[config.mk]
export PLATFORM = sky130hd
export DESIGN_NAME = tap_sweep_controller
export DESIGN_NICKNAME = d
export VERILOG_FILES = /design/src/rtl/tip_train_pkg.sv /design/src/rtl/pass_window_tracker.sv /design/src/rtl/tap_sweep_controller.sv
export SDC_FILE = /design/constraint.sdc
export NUM_CORES = 1
export LEC_CHECK = 0
export ABC_AREA = 1
export BUFFER_PORTS_ARGS = -buffer_cell sky130_fd_sc_hd__clkbuf_2
export CORE_AREA = 2 2 75 70
export CTS_CLUSTER_DIAMETER = 40
export DETAILED_ROUTE_END_ITERATION = 10
export DIE_AREA = 0 0 77 72
export PLACE_DENSITY_LB_ADDON = 0.3
export SETUP_SLACK_MARGIN = 0.4
export SYNTH_ARGS = -nofsm -noshare
export SYNTH_HDL_FRONTEND = slang
export SYNTH_SLANG_ARGS = --single-unit
[constraint.sdc]
create_clock -name clock -period 4.9 [get_ports clock]
set_input_delay 0.98 -clock clock [delete_from_list [all_inputs] [get_ports clock]]
set_output_delay 0.98 -clock clock [all_outputs]
set_load 0.005 [all_outputs]
[src/rtl/tip_train_pkg.sv]
// Shared constants for read-data tap training: FSM state encodings and strobe timing.
package tip_train_pkg;

  localparam logic [2:0] ST_IDLE   = 3'd0;
  localparam logic [2:0] ST_SETTLE = 3'd1;
  localparam logic [2:0] ST_CLEAR  = 3'd2;
  localparam logic [2:0] ST_DWELL  = 3'd3;
  localparam logic [2:0] ST_EVAL   = 3'd4;
  localparam logic [2:0] ST_DONE   = 3'd5;

  localparam int unsigned CLEAR_CYCLES = 2;

  function automatic int unsigned max_u(input int unsigned a, input int unsigned b);
    return (a > b) ? a : b;
  endfunction

endpackage

[src/rtl/pass_window_tracker.sv]
// Tracks the current run of passing taps and the longest run seen so far in a sweep.
module pass_window_tracker #(
  parameter int unsigned TAP_WIDTH = 5
) (
  input  logic                 clock,
  input  logic                 reset,
  input  logic                 clr,
  input  logic                 eval,
  input  logic                 pass,
  input  logic [TAP_WIDTH-1:0] tap,
  output logic [TAP_WIDTH-1:0] best_start,
  output logic [TAP_WIDTH:0]   best_len
);

  logic [TAP_WIDTH-1:0] run_start, run_start_nxt;
  logic [TAP_WIDTH:0]   run_len, run_len_nxt;

  always_comb begin
    run_len_nxt   = '0;
    run_start_nxt = run_start;
    if (pass) begin
      run_len_nxt = run_len + 1'b1;
      if (run_len == '0) run_start_nxt = tap;
    end
  end

  // Strict compare on the post-update run keeps the earliest of equal-length windows.
  always_ff @(posedge clock or posedge reset) begin
    if (reset) begin
      run_start  <= '0;
      run_len    <= '0;
      best_start <= '0;
      best_len   <= '0;
    end else if (clr) begin
      run_start  <= '0;
      run_len    <= '0;
      best_start <= '0;
      best_len   <= '0;
    end else if (eval) begin
      run_start <= run_start_nxt;
      run_len   <= run_len_nxt;
      if (run_len_nxt > best_len) begin
        best_start <= run_start_nxt;
        best_len   <= run_len_nxt;
      end
    end
  end

endmodule

[src/rtl/tap_sweep_controller.sv]
// Steps the input-delay tap across its range, strobes flag clears, samples the flag per tap
// and reports the longest contiguous passing window with its centre tap.
module tap_sweep_controller
  import tip_train_pkg::*;
#(
  parameter int unsigned TAP_WIDTH     = 5,
  parameter int unsigned NUM_TAPS      = 32,
  parameter int unsigned SETTLE_CYCLES = 8,
  parameter int unsigned DWELL_CYCLES  = 64
) (
  input  logic                 clock,
  input  logic                 reset,
  input  logic                 start,
  input  logic                 flag,
  output logic [TAP_WIDTH-1:0] tap,
  output logic                 clear_flags,
  output logic                 busy,
  output logic                 done,
  output logic [TAP_WIDTH-1:0] window_start,
  output logic [TAP_WIDTH:0]   window_len,
  output logic [TAP_WIDTH-1:0] center_tap,
  output logic                 no_window
);

  localparam int unsigned CNT_MAX = max_u(max_u(SETTLE_CYCLES, DWELL_CYCLES), CLEAR_CYCLES);
  localparam int unsigned CNT_W   = (CNT_MAX > 1) ? $clog2(CNT_MAX) : 1;

  localparam logic [CNT_W-1:0]     SETTLE_LAST = CNT_W'(SETTLE_CYCLES - 1);
  localparam logic [CNT_W-1:0]     CLEAR_LAST  = CNT_W'(CLEAR_CYCLES - 1);
  localparam logic [CNT_W-1:0]     DWELL_LAST  = CNT_W'(DWELL_CYCLES - 1);
  localparam logic [TAP_WIDTH-1:0] TAP_LAST    = TAP_WIDTH'(NUM_TAPS - 1);

  logic [2:0]           state, state_nxt;
  logic [CNT_W-1:0]     cnt;
  logic                 last_tap;
  logic                 accept;
  logic [TAP_WIDTH-1:0] best_start;
  logic [TAP_WIDTH:0]   best_len;
  logic [TAP_WIDTH-1:0] live_start, live_center, res_start, res_center;
  logic [TAP_WIDTH:0]   res_len;
  logic                 live_none, res_none;

  assign last_tap = (tap == TAP_LAST);
  assign accept   = (state == ST_IDLE) && start;

  always_comb begin
    state_nxt = state;
    unique case (state)
      ST_IDLE:   if (start) state_nxt = ST_SETTLE;
      ST_SETTLE: if (cnt == SETTLE_LAST) state_nxt = ST_CLEAR;
      ST_CLEAR:  if (cnt == CLEAR_LAST) state_nxt = ST_DWELL;
      ST_DWELL:  if (cnt == DWELL_LAST) state_nxt = ST_EVAL;
      ST_EVAL:   state_nxt = last_tap ? ST_DONE : ST_SETTLE;
      ST_DONE:   state_nxt = ST_IDLE;
      default:   state_nxt = ST_IDLE;
    endcase
  end

  // One counter serves every timed state; it restarts on each state change.
  always_ff @(posedge clock or posedge reset) begin
    if (reset) begin
      state       <= ST_IDLE;
      cnt         <= '0;
      tap         <= '0;
      clear_flags <= 1'b0;
    end else begin
      state       <= state_nxt;
      clear_flags <= (state_nxt == ST_CLEAR);
      if (state == ST_IDLE || state_nxt != state) cnt <= '0;
      else cnt <= cnt + 1'b1;
      if (accept) tap <= '0;
      else if (state == ST_EVAL && !last_tap) tap <= tap + 1'b1;
    end
  end

  pass_window_tracker #(
    .TAP_WIDTH(TAP_WIDTH)
  ) u_tracker (
    .clock     (clock),
    .reset     (reset),
    .clr       (accept),
    .eval      (state == ST_EVAL),
    .pass      (~flag),
    .tap       (tap),
    .best_start(best_start),
    .best_len  (best_len)
  );

  always_comb begin
    live_none   = (best_len == '0);
    live_start  = live_none ? '0 : best_start;
    live_center = live_none ? '0 : best_start + TAP_WIDTH'(best_len >> 1);
  end

  // Results show live during the DONE cycle and are captured so they hold afterwards.
  always_ff @(posedge clock or posedge reset) begin
    if (reset) begin
      res_start  <= '0;
      res_len    <= '0;
      res_center <= '0;
      res_none   <= 1'b0;
    end else if (state == ST_DONE) begin
      res_start  <= live_start;
      res_len    <= best_len;
      res_center <= live_center;
      res_none   <= live_none;
    end
  end

  assign done         = (state == ST_DONE);
  assign busy         = (state == ST_SETTLE) || (state == ST_CLEAR) ||
                        (state == ST_DWELL)  || (state == ST_EVAL);
  assign window_start = done ? live_start  : res_start;
  assign window_len   = done ? best_len    : res_len;
  assign center_tap   = done ? live_center : res_center;
  assign no_window    = done ? live_none   : res_none;

endmodule

# Word level (Yosys, flattened, before mapping)
# Cells that the tools add are included.
# word_totals
wordCells,70
in_bits,4
output_inout_bits,25
regBits,54
# classes
add_sub_neg,4
n_reduce_logical,14
magnitude_cmp,1
n_eq_ne,11
muxes,28
# op_table
cell,count
5-bit 2-to-1 mux,13
6-bit 2-to-1 mux,8
3-bit 2-to-1 mux,5
3-bit case mux with 5 select lines,1
6-bit by 1-bit adder with 6-bit output (second input constant),2
6-bit zero test,2
3-bit by 2-bit == test with 1-bit output (second input constant),3
3-bit == test (second input constant),2
6-bit by 1-bit == test with 1-bit output (second input constant),1
6-bit by 3-bit == test with 1-bit output (second input constant),1
6-bit == test (second input constant),1
6-bit > comparator,1
2-bit nonzero test,3
5-bit by 1-bit adder with 5-bit output (second input constant),1
5-bit adder,1
5-bit == test (second input constant),1
1-bit logical OR,4
3-bit by 1-bit == test with 1-bit output (second input constant),1
3-bit zero test,1
3-bit != test,1
1-bit logical AND,2
2-bit AND reduction,1
1-bit zero test,1
1-bit 2-to-1 mux,1

# Depth between registers and ports, before layout
# Gate-level depths: netlist of run 1.
# depth
ltp_word,6
ltp_mapped,15
mapped_depth_nobuf,14

# Modules after synthesis
# A second synthesis of run 1 with hierarchy kept.
# hier_totals
cells_unflattened,367
hier_area_um2,2979.1
# by_module_without_submodules
mod,seq_area_each_um2,instances,area_per_inst_um2,cells_per_inst
tap_sweep_controller,800.8,1,1655.3,181
pass_window_tracker,550.5,1,1323.8,186

# Worst setup path before layout of run 1
# OpenSTA, ideal clock, no wires.
# synth_path
path_kind,register to output
from,register u_tracker.best_len[1]
to,output port center_tap[4]
arrival_ps,1452
path_stages_with_launch,7
path_slack_ps,2468
path_buffers,0
required_ps,3920
path_cell_list,dfrtp_1 > ha_1 > inv_1 > fa_1 > o21ai_0 > xor2_1 > o21ai_0
# synth_between
elab_chain_len,3
word_cells_on_any_way,4
classes_between,1 x add/sub; 2 x mux; 1 x reduce/logical
# synth_lines
element,line,text
"start, declared",pass_window_tracker.sv:12,output logic [TAP_WIDTH:0] best_len
"start signal, assigned",pass_window_tracker.sv:44,best_len <= run_len_nxt;
5-bit adder / 6-bit zero test (equally long branches),"tap_sweep_controller.sv:92, tap_sweep_controller.sv:90",
5-bit 2-to-1 mux (*),tap_sweep_controller.sv:92,live_center = live_none ? '0 : best_start + TAP_WIDTH'(best_len >> 1);
5-bit 2-to-1 mux (*),--,
"end, declared",tap_sweep_controller.sv:21,"output logic [TAP_WIDTH-1:0] center_tap,"
# Every way passes the cells marked *; elsewhere a longest branch is shown, timed or not.

# Final worst setup path of run 1
# Ends and elaborated chain as after synthesis.

==> results.toml, run 1 <==
[route]
post_drt_wl_per_cell_um = 12.6
drtAntennaViolNets = 0
drt_pass1_iterations = 4
wl_um = 5510
drc = 0
dr_total_vias = 2270
vias_per_cell = 5.19
initialDrtViolationCount = 148

[clocking]
cts_tree = "yes"
insertion_delay_ps = 310
ctsHoldBuffers = 0
post_cts_resized = 0
post-cts-setup-buffer-count = 0
clk_pin_slew_ps = 100
cts_sinks = 54
cts.path.max_buffers = 2
root_buffer = "clkbuf_8"
cts_made_buffers = 5
htreeDepth = 2

[pwr]
p_per_area_mw_per_mm2 = 233
peakVddDrop_v = 0.000195
leakage_nw = 1.69
total_power_w = 0.000720

[global_routing]
use_met3_pct = 4.10
grt_max_degree = 55
antenna_found_initial = 0
grt_pass1_vias = 2147
grt-busiest-layer = "met2"
grt-ovfl-total = 0
use_met2_pct = 36.6
grt_use_met1_pct = 30.0
grt_pass1_wl_um = 9760
grtUsageTotal_pct = 21.9

[place]
pre_cts_ws_ps = 1990
io_buffers = 28
postPlaceCellArea_mm2 = 0.00300
gp_congestion = 0.874
dp_hpwl_um = 4040

[synth]
synth_area_per_cell_um2 = 8.21
ys_types = 28
syn_nets = 362
synth_area_leader_cell = "dfrtp_1"
ys_warn_count = 0
synthCells = 341
ys_top_cells_by_area = "dfrtp_1, nand2_1, ha_1, inv_1, o21ai_0"
ys_seq_area_share_pct = 48.3
yosys_register_bits = 54
syn_area_mm2 = 0.00280
synth_top_area_share_pct = 48.3

[sta]
worst_slew_pin_slew_ps = 688
maxSlewHeadroom_pct = 54.0
fin_crit_ps = 3100
post-route-period-util_pct = 63.3
finalSetupViolCount = 0
skew_ps = 6.93
fmaxAchievable_mhz = 322
fin_tns_setup_ps = 0
rsz0062_at_grt = "no"
finalHoldViolations = 0
setup_slack_ps = 1800
slew_violations = 0

[setup_path]
worstSetupStartpoint = "u_tracker.best_len[1]$_DFFE_PP0P_"
r2r_start = "u_tracker.run_len[2]$_DFFE_PP0P_"
worstPathRequired_ps = 3920
r2r-end = "u_tracker.best_start[2]$_DFFE_PP0P_"
r2r_slack_ps = 2350
reg2reg_depth = 13
worstPathMaxFanout = 4
end_kind = "output port"
arrival_ps = 2120
startpoint_type = "flip-flop"
crit_type = "reg2out"

[layout]
drive_gt1_share_pct = 12.1
antennaDiodeCount = 0
regArea_mm2 = 0.00135
nets = 392
multiInputGateArea_mm2 = 0.00122
fill_cells = 433
utilization_pct = 65.1
area_delta_synth_final_pct = 10.3
design_area_mm2 = 0.00309

[die]
core_region_area_mm2 = 0.00474
initial_core_util_pct = 59.0
ios = 29
fp.dieH_um = 72
dieWidth_um = 77
rows = 24
die_area_mm2 = 0.00554

[worst_hold_path]
holdPathEnd = "cnt[0]$_DFF_PP0_"
min_path_type = "reg2reg"
holdPathStages = 1
hold_start = "cnt[0]$_DFF_PP0_"

[outcome]
run_status = "complete, no violations"

[job]
max-cap-violations = 0
[worst max-delay path by stage]
| stage | endpoint | slack, ps | depth (start not counted) |
|---|---|---|---|
| after detailed placement | u_tracker.best_start[2]$_DFFE_PP0P_ | 1990 | 12 |
| after floorplan | center_tap[4] | 2470 | 6 |
| final | center_tap[4] | 1800 | 7 |
| after CTS | center_tap[4] | 1810 | 7 |
| after global placement | u_tracker.best_start[2]$_DFFE_PP0P_ | 2120 | 13 |
| after global routing | center_tap[4] | 1580 | 7 |
[cell type report]
type	count	area share, %
Inverter	51	6.20
Multi-Input combinational cell	230	39.7
Clock buffer	7	2.80
Clock inverter	1	0.162
Sequential cell	54	43.8
Tap cell	65	2.63
Timing Repair Buffer	29	4.78
[stage by stage]
stage / hold slack, ps / std cells
floorplan: 449 / 341
global placement: 466 / 429
detailed placement: 478 / 429
CTS: 500 / 437
global route: 515 / 437
finish: 496 / 437
[routing by layer]
metal | up-vias | part of all wire (%)
met5 | - | 0
met4 | 0 | 1.1
met3 | 7 | 4.4
met2 | 62 | 48
met1 | 1056 | 47
li1 | 1145 | -
[cells in the final DEF, fill, tap and decap left out, drive strengths merged]
cell / synthesis / final
nor3: 6 / 6
nand2: 89 / 89
a22oi: 1 / 1
clkbuf: 1 / 35
ha: 16 / 16
o21ai: 30 / 30
a22o: 5 / 5
xor2: 5 / 5
o21a: 1 / 1
a21oi: 5 / 5
a31oi: 1 / 1
o22ai: 3 / 3
clkinv: 0 / 1
nand3: 23 / 23
inv: 51 / 51
nand4: 5 / 5
dfrtp: 54 / 54
xnor2: 2 / 2
fa: 1 / 1
nor2: 35 / 35
o21bai: 2 / 2
buf: 5 / 1
[where the power goes]
group / internal (W) / switching (W) / total, W
clock network: 0.000114 / 0.000142 / 0.000256
logic: 0.00000441 / 0.0000140 / 0.0000184
registers: 0.000445 / 0 / 0.000445
[worst max-delay path: stages, from the launching register on]
cell and delay, ps:
dfrtp_1 410, ha_1 210, inv_1 60, fa_1 400, o21ai_0 240, xor2_1 90
o21ai_0 240, clkbuf_2 160
[logic make-up after synthesis]
logic type / synth area share (%)
AND/OR/NAND/NOR: 23.8
buffers and inverters: 7.96
flip-flops: 48.3
AO/OA/AOI/OAI: 9.92
adder cells (fa/ha/maj): 7.87
XOR/XNOR: 2.19
[cells in the mapped netlist]
library cell,number
nand2_1,87
dfrtp_1,54
inv_1,48
nor2_1,34
o21ai_0,27
nand3_1,23
ha_1,16
a21oi_1,5
a22o_1,5
nand4_1,5
nor3_1,5
xor2_1,5
buf_2,4
inv_2,3
o22ai_1,3
nand2_2,2
o21ai_1,2
o21bai_1,2
xnor2_1,2
a22oi_1,1
a31oi_1,1
buf_4,1
clkbuf_1,1
fa_1,1
nor2_4,1
nor3_4,1
o21a_1,1
o21ai_2,1
[flip-flops by register name, indices dropped and copies added (netlist names)]
register	cells
clear_flags	1
cnt	6
res_center	5
res_len	6
res_none	1
res_start	5
state	3
tap	5
u_tracker.best_len	6
u_tracker.best_start	5
u_tracker.run_len	6
u_tracker.run_start	5
Note: power is estimated with default switching activity, not from simulation.
==> run 2: changes to the inputs <==
--- a/config.mk
+++ b/config.mk
@@ -7,10 +7,10 @@
 export LEC_CHECK = 0
 export ABC_AREA = 1
 export BUFFER_PORTS_ARGS = -buffer_cell sky130_fd_sc_hd__clkbuf_2
-export CORE_AREA = 2 2 75 70
+export CORE_AREA = 2 2 80 74
 export CTS_CLUSTER_DIAMETER = 40
 export DETAILED_ROUTE_END_ITERATION = 10
-export DIE_AREA = 0 0 77 72
+export DIE_AREA = 0 0 82 76
 export PLACE_DENSITY_LB_ADDON = 0.3
 export SETUP_SLACK_MARGIN = 0.4
 export SYNTH_ARGS = -nofsm -noshare
==> constraint.sdc (replaced) <==
create_clock -name clock -period 2.6 [get_ports clock]
set_input_delay 0.52 -clock clock [delete_from_list [all_inputs] [get_ports clock]]
set_output_delay 0.52 -clock clock [all_outputs]
set_load 0.005 [all_outputs]
==> results.toml, run 2 (synthesis results as in run 1) <==
[outcome]
run_status = "complete, no violations"

[setup_path]
r2r-end = "u_tracker.best_start[4]$_DFFE_PP0P_"
r2r_start = "u_tracker.run_len[2]$_DFFE_PP0P_"
startpoint_type = "flip-flop"
end_kind = "output port"
endpoint = "center_tap[4]"
worstSetupStartpoint = "u_tracker.best_start[0]$_DFFE_PP0P_"
worstPathMaxFanout = 2
worstPathRequired_ps = 2080
crit_type = "reg2out"
r2r_slack_ps = 490
reg2reg_depth = 12
arrival_ps = 1780

[sta]
rsz0062_at_grt = "yes"
fin_crit_ps = 2300
slew_violations = 0
post-route-period-util_pct = 88.5
fin_tns_setup_ps = 0
worst_slew_pin_slew_ps = 876
setup_slack_ps = 299
maxSlewHeadroom_pct = 41.4
fmaxAchievable_mhz = 435
hold-worst-slack_ps = 254
finalHoldViolations = 0
skew_ps = 8.97
finalSetupViolCount = 0

[clocking]
cts.path.max_buffers = 2
htreeDepth = 2
insertion_delay_ps = 300
cts_sinks = 54
cts_made_buffers = 5
root_buffer = "clkbuf_8"
clk_pin_slew_ps = 90
cts_tree = "yes"

[place]
dp_hpwl_um = 4300
io_buffers = 28
gp_congestion = 0.868
pre_cts_ws_ps = 400

[global_routing]
grt_pass1_wl_um = 10000
grt_max_degree = 30
grt-ovfl-total = 0
antenna_found_initial = 0
grt_pass1_vias = 2202
grtUsageTotal_pct = 20.3

[pwr]
leakage_nw = 1.82
p_per_area_mw_per_mm2 = 392
peakVddDrop_v = 0.000271

[die]
dieWidth_um = 82
initial_core_util_pct = 51.2
core_region_area_mm2 = 0.00547
rows = 26
ios = 29
die_area_mm2 = 0.00623
fp.dieH_um = 76

[layout]
drive_gt1_share_pct = 24.1
area_delta_synth_final_pct = 20.9
nets = 411
utilization_pct = 61.9
mostFrequentLayoutCells = "nand2_1, dfrtp_1, inv_1"
final_common_cell = "nand2_1"
fill_cells = 478
antennaDiodeCount = 0

[worst_hold_path]
min_path_type = "in2async"

[route]
dr_total_vias = 2392
wl_um = 6080
drtAntennaViolNets = 0
drc = 0
vias_per_cell = 5.20
post_drt_wl_per_cell_um = 13.2
initialDrtViolationCount = 138
drt_pass1_iterations = 4

[job]
max-cap-violations = 0
==> run 2: repair_timing <==
action                                  in CTS  in global routing
hold buffers                                 0                  0
buffers inserted                            10                  7
resized for setup                           18                 41
pin swaps                                    3                 22
gates cloned                                 0                  1
endpoints found under the setup margin      27                 28
==> run 2: through the flow <==
stage / power [W] / cell area [um^2] / instances
6_report: 0.00133 / 3380 / 460
5_1_grt: 0.00138 / 3380 / 460
4_1_cts: 0.00134 / 3200 / 452
3_5_place_dp: 0.000894 / 3020 / 435
3_3_place_gp: 0.000894 / 3020 / 435
2_1_floorplan: 0.000880 / 2800 / 341
==> run 2: critical path: stages (launching register included) <==
cell and delay [ps]:
dfrtp_1 370, ha_2 190, inv_2 40, fa_2 350, o21ai_2 130, xor2_1 160, o21ai_1 100, buf_2 130
==> run 2: cell type report <==
cell class | instances | area [um^2] | area share [%]
clock inverter | 1 | 7.51 | 0.222
multi-input combinational | 230 | 1340 | 39.4
timing repair buffer | 48 | 322 | 9.50
tap | 70 | 87.6 | 2.59
inverter | 51 | 204 | 6.03
clock buffer | 6 | 72.6 | 2.14
sequential | 54 | 1360 | 40.1
==> run 2: worst min-delay path by stage <==
| stage | startpoint | to |
|---|---|---|
| 6_report | reset | cnt[4]$_DFF_PP0_ |
| 5_1_grt | reset | u_tracker.best_len[0]$_DFFE_PP0P_ |
| 4_1_cts | reset | cnt[4]$_DFF_PP0_ |
| 3_5_place_dp | res_none$_DFF_PP0_ | res_none$_DFF_PP0_ |
| 3_3_place_gp | u_tracker.run_start[2]$_DFFE_PP0P_ | u_tracker.run_start[2]$_DFFE_PP0P_ |
| 2_1_floorplan | u_tracker.run_start[2]$_DFFE_PP0P_ | u_tracker.run_start[2]$_DFFE_PP0P_ |
==> run 2: metal layers <==
| layer | share of wire (%) | GRT usage, % | wire length, um |
|---|---|---|---|
| met1 | 47 | 28.9 | 2880 |
| met2 | 47 | 31.9 | 2840 |
| met3 | 4.2 | 3.32 | 255 |
| met4 | 1.8 | 6.17 | 107 |
| met5 | 0 | 0 | 0 |
==> run 2: where the power goes <==
| group | total, W | switching, W | internal, W |
|---|---|---|---|
| logic | 0.0000417 | 0.0000292 | 0.0000125 |
| registers | 0.000839 | 0 | 0.000839 |
| clock network | 0.000447 | 0.000262 | 0.000185 |
| total | 0.00133 | 0.000291 | 0.00104 |
